==> src/rtl/snake_direction_controller.sv <==
// rtl/snake_direction_controller.sv - push-button to committed snake heading
// Per-key sync/debounce/press detect, request arbitration and tick-aligned commit.
module snake_direction_controller #(
  parameter int         CLOCK_FREQ  = 50000000,
  parameter int         DEBOUNCE_MS = 10,
  parameter logic [1:0] INIT_DIR    = 2'b11
) (
  input  logic       clock,
  input  logic       resetHW,
  input  logic [3:0] keys,
  input  logic       gameTick,
  input  logic       collision,
  output logic [1:0] direction,
  output logic       directionUp,
  output logic       directionDown,
  output logic       directionLeft,
  output logic       directionRight,
  output logic       keyEvent
);

  localparam int DEBOUNCE_CYCLES = CLOCK_FREQ / 1000 * DEBOUNCE_MS;
  localparam int CNT_W = $clog2(DEBOUNCE_CYCLES);
  localparam logic [CNT_W-1:0] CNT_LAST = CNT_W'(DEBOUNCE_CYCLES - 1);

  logic [3:0]       sync1;
  logic [3:0]       sync2;
  logic [3:0]       stable;
  logic [3:0]       stable_d;
  logic [3:0]       armed;
  logic [1:0]       warm;
  logic [CNT_W-1:0] cnt [4];

  logic [3:0] press;
  logic [1:0] req;
  logic       has_req;
  logic [1:0] ref_dir;
  logic       commit;
  logic       accept;

  logic [1:0] pending;
  logic       pend_valid;
  logic [3:0] dir_onehot;

  function automatic logic [3:0] onehot_of(input logic [1:0] d);
    case (d)
      2'b00:   onehot_of = 4'b1000;
      2'b01:   onehot_of = 4'b0100;
      2'b10:   onehot_of = 4'b0010;
      default: onehot_of = 4'b0001;
    endcase
  endfunction

  // A key is armed only once it has been seen released after the synchroniser
  // has flushed its reset value, so a key held through reset never fires.
  always_ff @(posedge clock or negedge resetHW) begin
    if (!resetHW) begin
      sync1    <= '1;
      sync2    <= '1;
      stable   <= '1;
      stable_d <= '1;
      armed    <= '0;
      warm     <= '0;
      for (int k = 0; k < 4; k++) cnt[k] <= '0;
    end else begin
      sync1    <= keys;
      sync2    <= sync1;
      stable_d <= stable;
      if (warm != 2'd2) warm <= warm + 2'd1;
      for (int k = 0; k < 4; k++) begin
        if (warm == 2'd2 && sync2[k] && stable[k]) armed[k] <= 1'b1;
        if (sync2[k] != stable[k]) begin
          if (cnt[k] == CNT_LAST) begin
            stable[k] <= sync2[k];
            cnt[k]    <= '0;
          end else begin
            cnt[k] <= cnt[k] + 1'b1;
          end
        end else begin
          cnt[k] <= '0;
        end
      end
    end
  end

  always_comb begin
    press   = stable_d & ~stable & armed;
    has_req = |press;
    req     = 2'b11;
    if (press[3])      req = 2'b00;
    else if (press[2]) req = 2'b01;
    else if (press[1]) req = 2'b10;
    commit  = gameTick && pend_valid;
    ref_dir = commit ? pending : direction;
    accept  = has_req && (req != ref_dir) && (req != {ref_dir[1], ~ref_dir[0]});
  end

  always_ff @(posedge clock or negedge resetHW) begin
    if (!resetHW) begin
      direction  <= INIT_DIR;
      dir_onehot <= onehot_of(INIT_DIR);
      pending    <= INIT_DIR;
      pend_valid <= 1'b0;
      keyEvent   <= 1'b0;
    end else if (collision) begin
      pend_valid <= 1'b0;
      keyEvent   <= 1'b0;
    end else begin
      keyEvent <= accept;
      if (commit) begin
        direction  <= pending;
        dir_onehot <= onehot_of(pending);
        pend_valid <= 1'b0;
      end
      if (accept) begin
        pending    <= req;
        pend_valid <= 1'b1;
      end
    end
  end

  assign directionUp    = dir_onehot[3];
  assign directionDown  = dir_onehot[2];
  assign directionLeft  = dir_onehot[1];
  assign directionRight = dir_onehot[0];

endmodule
==> config.mk <==
export PLATFORM = sky130hd
export DESIGN_NAME = snake_direction_controller
export DESIGN_NICKNAME = d
export VERILOG_FILES = /design/src/rtl/snake_direction_controller.sv
export SDC_FILE = /design/constraint.sdc
export NUM_CORES = 1
export LEC_CHECK = 0
export ABC_AREA = 1
export BUFFER_PORTS_ARGS = -buffer_cell sky130_fd_sc_hd__buf_2
export CORE_MARGIN = 2
export CORE_UTILIZATION = 49
export DETAILED_ROUTE_END_ITERATION = 8
export PLACE_DENSITY = 0.77
export SLEW_MARGIN = 20
export SYNTH_ARGS = -nofsm -noshare
export SYNTH_HDL_FRONTEND = slang
export SYNTH_SLANG_ARGS = --single-unit
==> constraint.sdc <==
create_clock -name clock -period 3.15 [get_ports clock]
set_input_delay 0.1575 -clock clock [delete_from_list [all_inputs] [get_ports clock]]
set_output_delay 0.1575 -clock clock [all_outputs]
set_load 0.01 [all_outputs]
==> impl_summary.txt, run 1 <==
----------------------------------------------------
[Status]
  Run status ... complete, no violations

[Global routing]
  Total global-route track usage ... 19.4%
  Grt total ovfl ... 0
  Global-route wire length before repair ... 18.5 mm
  Via count of the first global-routing pass ... 4,385
  Largest net degree at the start of global routing ... 70
  Initial antenna violation count ... 0

[Finish]
  Diodes inserted ... 0
  Final Net Count ... 748
  Final Non-Filler Cells ... 880
  Layout overhead on the synthesized area ... 11.4%
  Fraction of layout cells with a size suffix above 1 ... 13.1%

[Drt]
  Total detailed-routing wirelength ... 10.4 mm
  Number of optimization iterations in the first detailed-route pass ... 5
  Initial DRC Count ... 236
  Detailed-route DRC error count ... 0
  Detailed-route vias per instance ... 5.04
  Antenna Violating Nets Remaining ... 0
  Total number of vias ... 4,431
  Average wire per cell in the routed design ... 11.9 um

[STA]
  Fin. max-slew vios ... 0
  Max Clock Freq ... 0.648 GHz
  Count of final setup violators ... 0
  Post-layout minimum cycle time ... 1.54 ns
  Final clock period utilization by the worst path ... 49.0%
  Smallest setup slack after layout ... 1.61 ns
  Slew at the pin with the worst max-slew slack ... 0.509 ns
  Number of hold violations in the final report ... 0
  Total Negative Setup Slacks ... 0 ns
  Setup repair after global routing missed its margin ... false
  Relative slew slack ... 66.1%
  Worst Clk Skew ... 0.00668 ns

[Worst setup path]
  Required time at the endpoint of the critical path ... 3.38 ns
  Largest fanout of any net on the critical path ... 8
  Kind of launch point of the worst setup path ... register
  Worst reg-to-reg setup slack ... 1.61 ns
  CP Data Arrival Time ... 1.77 ns
  Start point of the critical path ... cnt[38]
  Classification of the worst setup path ... register to register
  Startpoint of the lowest-slack register-to-register path ... cnt[38]
  CP endpoint kind ... register

[Synth]
  Synthesized net count ... 718
  Count of different cell masters after synthesis ... 31
  Post-synthesis cell count ... 705
  Yosys warning count ... 0
  Register area share after synthesis ... 49.3%
  Async set-reset flop share out of synthesis ... 100%
  Dominant cell type by area after synthesis ... sky130_fd_sc_hd__dfrtp_1
  Predominant post-synthesis flop cell ... sky130_fd_sc_hd__dfrtp_1
  Post-Synthesis Cell Area ... 5530 um^2
  Leading cell types by total area after synthesis ... sky130_fd_sc_hd__dfrtp_1 (39%), sky130_fd_sc_hd__nand2_1 (11%), sky130_fd_sc_hd__nor2_1 (11%)
  Fraction of synthesized cell area taken by the top area cell type ... 39.3%
  Seq cells post-synth ... 108
  Mean Syn Cell Area ... 7.85 um^2
  EDFF count, synth ... 0

[Place]
  Post-DP HPWL ... 7.65 mm
  Number of input and output port buffers inserted ... 14
  Placer congestion estimate ... 0.903
  Post-placement cell count ... 859
  Minimum setup slack after placement ... 1.60 ns

[Die]
  Horizontal die dimension ... 110 um
  Die boundary height ... 110 um
  Row Count ... 38
  Full die area ... 12,200 um^2
  Ports placed on the boundary ... 15
  Initial core utilization ... 50.6%
  Area of the core region ... 10,900 um^2

[Pwr]
  Static Leak ... 2.69 nW
  Total power density per cell area ... 442 nW/um^2
  Worst ir drop on vdd ... 0.415 mV

[Clock tree]
  Bufs on Longest Clock Path ... 2
  # hold bufs at CTS ... 5
  Clock insertion delay at the later pin of the skew report ... 0.35 ns
  Clock tree from TritonCTS ... built
  Post-cts resize count ... 0
  Num CTS Buffers ... 9
  Sinks on Clock Net ... 108
  Count of H-tree levels built during CTS ... 3
  CTS Root Cell ... sky130_fd_sc_hd__clkbuf_16
  Register clock-pin slew on the reported worst setup and hold paths ... 0.07 ns
  Setup fix buffers added after clock tree synthesis ... 0

[Worst hold path]
  Class of the tightest hold or removal check ... input port to register
  Worst hold start ... gameTick

[Job]
  Max Cap Viol ... 0

----------------------------------------------------
## logic make-up after synthesis
kind of cell    Yosys count  share of synthesized area [%]
xor+xnor                 40                           6.47
flops                   108                           49.3
fa+ha+maj                 5                           1.13
compound gates           30                           3.44
simple gates            437                           33.9
buf+inv                  85                           5.77
## state kept, by name (all words and copies together) (netlist names), 2 cells and up
register / count
cnt: 76
sync1: 4
stable_d: 4
armed: 4
dir_onehot: 4
sync2: 4
pending: 2
warm: 2
direction: 2
stable: 4
## critical path, cell delays in order, from the launching register on
cell and delay (ns):
sky130_fd_sc_hd__dfrtp_1 0.37, sky130_fd_sc_hd__ha_1 0.22, sky130_fd_sc_hd__nand2_1 0.10, sky130_fd_sc_hd__nor2_2 0.15, sky130_fd_sc_hd__nand3_2 0.11, sky130_fd_sc_hd__o21ai_2 0.37
sky130_fd_sc_hd__nor3_1 0.09
## stage by stage
step                      power, mW  utilization (%)  hold slack [ns]  cell area, um^2
after floorplan                1.49                -           -0.138             5530
after global placement         1.54             53.0            0.168             5800
after detailed placement       1.54             53.0            0.169             5800
after CTS                      2.76             56.4           0.0746             6170
after global routing           2.83             56.4           0.0884             6170
final                          2.72             56.4           0.0694             6170
## synthesized netlist by cell type, drive strengths merged, types with 2 or more instances
library cell and number:
dfrtp 87, a21oi 7, nand3b 6, o21ai 12
nand2 180, nor3b 3, inv 84, a31o 4
dfstp 21, nand4 9, ha 5, o21a 2
nor2 191, nand3 31, xnor2 8, nor3 16
xor2 32
## routing by layer
layer / vias up / part of all wire [%] / track usage [%] / wire length [um]
li1: 2240 / - / - / -
met1: 2096 / 47 / 23.8 / 4860
met2: 79 / 48 / 32.6 / 5020
met3: 16 / 4.0 / 6.11 / 415
met4: 0 / 1.4 / 6.25 / 146
met5: - / 0 / 0 / 0
## layout by cell type (no fill, tap or decap), types with 2 or more instances in the layout
| cell type | synthesis | layout |
|---|---|---|
| sky130_fd_sc_hd__nor2_1 | 169 | 169 |
| sky130_fd_sc_hd__clkbuf_16 | 0 | 9 |
| sky130_fd_sc_hd__nand2_1 | 169 | 169 |
| sky130_fd_sc_hd__dfstp_2 | 21 | 21 |
| sky130_fd_sc_hd__a21oi_1 | 7 | 7 |
| sky130_fd_sc_hd__o21a_1 | 2 | 2 |
| sky130_fd_sc_hd__nor3b_1 | 3 | 3 |
| sky130_fd_sc_hd__dfrtp_1 | 87 | 87 |
| sky130_fd_sc_hd__xnor2_1 | 7 | 7 |
| sky130_fd_sc_hd__nor2_2 | 16 | 16 |
| sky130_fd_sc_hd__nand4_1 | 9 | 9 |
| sky130_fd_sc_hd__nor3_1 | 16 | 16 |
| sky130_fd_sc_hd__nand3b_1 | 6 | 6 |
| sky130_fd_sc_hd__buf_2 | 0 | 13 |
| sky130_fd_sc_hd__bufinv_16 | 0 | 2 |
| sky130_fd_sc_hd__inv_2 | 6 | 6 |
| sky130_fd_sc_hd__xor2_1 | 32 | 32 |
| sky130_fd_sc_hd__nand2_2 | 11 | 11 |
| sky130_fd_sc_hd__ha_1 | 5 | 5 |
| sky130_fd_sc_hd__clkbuf_1 | 1 | 2 |
| sky130_fd_sc_hd__a31o_2 | 4 | 4 |
| sky130_fd_sc_hd__inv_1 | 78 | 78 |
| sky130_fd_sc_hd__nand3_1 | 30 | 30 |
| sky130_fd_sc_hd__nor2_4 | 6 | 6 |
| sky130_fd_sc_hd__o21ai_2 | 2 | 2 |
| sky130_fd_sc_hd__o21ai_0 | 10 | 10 |
| sky130_fd_sc_hd__dlygate4sd3_1 | 0 | 5 |
## area by class of cell
cell class | count | area [um^2]
Sequential cell | 108 | 2730
Tap cell | 140 | 175
Multi-Input combinational cell | 512 | 2490
Clock buffer | 11 | 233
Inverter | 84 | 315
Clock inverter | 5 | 85.1
Fill cell | 970 | 4770
Timing Repair Buffer | 20 | 143
## path summary, 6_finish.rpt
| path | depth (start not counted) | endpoint |
|---|---|---|
| hold / removal | 2 | pend_valid |
| setup / recovery | 6 | cnt[46] |
| min in group asynchronous | 2 | cnt[16] |
| hold reg to reg | 0 | sync2[0] |
| setup reg to reg | 6 | cnt[46] |
| max in group asynchronous | 3 | direction[1] |
## power by group
part           total (mW)  switching (mW)  internal [mW]
registers            1.42          0.0147           1.41
logic              0.0924          0.0645         0.0279
clock network        1.21           0.505          0.702
total                2.72           0.584           2.14
Note: power is estimated with default switching activity, not from simulation.
==> run 2, diff against run 1 <==
==> constraint.sdc (replaced) <==
create_clock -name clock -period 1.47 [get_ports clock]
set_input_delay 0.0735 -clock clock [delete_from_list [all_inputs] [get_ports clock]]
set_output_delay 0.0735 -clock clock [all_outputs]
set_load 0.01 [all_outputs]
==> run 2 against run 1 <==
Die area unchanged. Wire length up 9.7%. Total power up 110%. Non-clock buffer count up 14. Critical path depth up 4. Global-route usage down 0.092 points. Core utilization up 2.5 points. Clock power up 98%. First-iteration DRC count up 46%. Critical endpoint is now cnt[72]. Largest cell class unchanged. Highest routed layer unchanged.
==> impl_summary.txt, run 2 (synthesized netlist as in run 1, its figures left out) <==
----------------------------------------------------
[Status]
  Run status ... complete, no violations

[Global routing]
  Grt total ovfl ... 0
  Initial antenna violation count ... 0
  Via count of the first global-routing pass ... 4,267
  Largest net degree at the start of global routing ... 109
  Total global-route track usage ... 19.3%
  Global-route wire length before repair ... 18.6 mm

[Clock tree]
  Clock insertion delay at the later pin of the skew report ... 0.34 ns
  CTS Root Cell ... sky130_fd_sc_hd__clkbuf_16
  Num CTS Buffers ... 9
  Register clock-pin slew on the reported worst setup and hold paths ... 0.07 ns
  Bufs on Longest Clock Path ... 2
  Count of H-tree levels built during CTS ... 3
  Clock tree from TritonCTS ... built
  Sinks on Clock Net ... 108

[Pwr]
  Clock network fraction of total power ... 41.9%
  Static Leak ... 2.79 nW
  Net Switching ... 1.28 mW
  Total power density per cell area ... 887 nW/um^2
  Share of power burned in registers ... 53.6%
  Internal power consumption ... 4.44 mW
  Worst ir drop on vdd ... 0.874 mV
  Proportion of power drawn by combinational gates ... 4.5%
  Switching share of power ... 22.3%

[Die]
  Ports placed on the boundary ... 15
  Horizontal die dimension ... 110 um
  Die boundary height ... 110 um
  Area of the core region ... 10,900 um^2
  Initial core utilization ... 50.6%
  Full die area ... 12,200 um^2
  Row Count ... 38

[STA]
  Post-layout minimum cycle time ... 1.47 ns
  Relative slew slack ... 62.8%
  Final clock period utilization by the worst path ... 99.8%
  Number of hold violations in the final report ... 0
  Slew at the pin with the worst max-slew slack ... 0.558 ns
  Worst Clk Skew ... 0.00667 ns
  Max Clock Freq ... 0.682 GHz
  Fin. max-slew vios ... 0
  Setup repair after global routing missed its margin ... true
  Count of final setup violators ... 0

[Drt]
  Detailed-route DRC error count ... 0
  Total detailed-routing wirelength ... 11.5 mm
  Detailed-route vias per instance ... 5.12
  Total number of vias ... 4,578
  Number of optimization iterations in the first detailed-route pass ... 5
  Antenna Violating Nets Remaining ... 0
  Average wire per cell in the routed design ... 12.8 um
  Initial DRC Count ... 344

[Finish]
  Fill cell total of the finished layout ... 944
  Register Area ... 2730 um^2
  Post-route cell area ... 6440 um^2
  Largest register FFs ... 76
  Multi-input logic area ... 2670 um^2
  Commonest cells after routing, fill and taps aside ... sky130_fd_sc_hd__nand2_1 (160), sky130_fd_sc_hd__nor2_1 (157), sky130_fd_sc_hd__dfrtp_1 (87)
  Fin util ... 58.9%
  Top register by number of flip-flops ... cnt
  Fraction of layout cells with a size suffix above 1 ... 19.1%
  Diodes inserted ... 0
  Layout overhead on the synthesized area ... 16.4%
  Most common library cell in the layout ignoring fill and taps ... sky130_fd_sc_hd__nand2_1
  Final Net Count ... 762

[Place]
  Number of input and output port buffers inserted ... 14
  Post-DP HPWL ... 7.65 mm
  Placer congestion estimate ... 0.940
  Placed Instance Area ... 5840 um^2

[Worst setup path]
  Largest fanout of any net on the critical path ... 7
  Required time at the endpoint of the critical path ... 1.70 ns
  Kind of launch point of the worst setup path ... register
  CP Data Arrival Time ... 1.70 ns
  CP endpoint kind ... register
  Classification of the worst setup path ... register to register

[Worst hold path]
  Class of the tightest hold or removal check ... input port to register

[Job]
  Max Cap Viol ... 0

----------------------------------------------------
## run 2: changes by cell type in the layout (fill, tap and decap cells not counted), sizes merged
cell and delta:
clkinv +1, dlygate4sd3 +1, buf +13, clkinvlp +1, clkbuf -1, bufinv -1
## run 2: final timing paths
path                           start          to  slack (ns)  cells past startpoint
max                          cnt[58]     cnt[72]       0.003                     10
min                        collision  pend_valid        0.02                      2
max reg2reg                  cnt[58]     cnt[72]       0.003                     10
min reg2reg                 sync1[3]    sync2[3]        0.36                      0
max in group asynchronous    resetHW  pending[1]        0.72                      3
min in group asynchronous    resetHW     cnt[12]        0.34                      3
## run 2: per-layer routing
layer / track usage, % / up-vias / part of all wire [%]
met5: 0 / - / 0
met4: 5.89 / 0 / 1.3
met3: 4.23 / 16 / 3.6
met2: 32.6 / 89 / 50
met1: 25.0 / 2205 / 45
li1: - / 2268 / -
## run 2: stage by stage
step / hold slack [ns] / setup WS (ns) / TNS [ns] / total power, mW / cells
floorplan: -0.222 / 0.145 / 0 / 3.19 / 705
global placement: 0.178 / 0.0548 / 0 / 3.30 / 864
detailed placement: 0.180 / 0.00727 / 0 / 3.31 / 864
CTS: 0.00532 / 0.0117 / 0 / 5.71 / 886
global route: 0.00726 / -0.0835 / -0.623 / 5.92 / 894
finish: 0.0209 / 0.00327 / 0 / 5.72 / 894
## run 2: critical path: stages (launching register included)
cell and delay (ns):
sky130_fd_sc_hd__dfrtp_1 0.39, sky130_fd_sc_hd__ha_2 0.22, sky130_fd_sc_hd__nand2_2 0.09, sky130_fd_sc_hd__nor2_4 0.15, sky130_fd_sc_hd__inv_2 0.05, sky130_fd_sc_hd__nor2_4 0.12, sky130_fd_sc_hd__nand2_4 0.09, sky130_fd_sc_hd__nand2_8 0.11
sky130_fd_sc_hd__inv_6 0.04, sky130_fd_sc_hd__nand2_1 0.05, sky130_fd_sc_hd__nor2_1 0.04
## run 2: power groups by stage
stage	Clock, mW	Sequential (mW)	Combinational (mW)
floorplan	0	3.10	0.0911
global placement	0	3.11	0.197
detailed placement	0	3.11	0.202
CTS	2.44	3.05	0.222
global route	2.57	3.07	0.292
finish	2.40	3.06	0.257
## run 2: cell type report
type                       count  area share [%]
clock inverter                 6           0.990
sequential                   108            42.4
inverter                      84            5.01
timing repair buffer          34            3.94
tap                          140            2.72
multi-input combinational    512            41.4
clock buffer                  10            3.55
## run 2: repair_timing
| action | CTS | global route |
|---|---|---|
| resized for setup | 3 | 51 |
| hold buffers | 6 | 0 |
| buffers inserted | 0 | 8 |
| setup endpoints to repair | 9 | 55 |
| endpoints found under the hold margin | 92 | 0 |
| pin swaps | 0 | 18 |
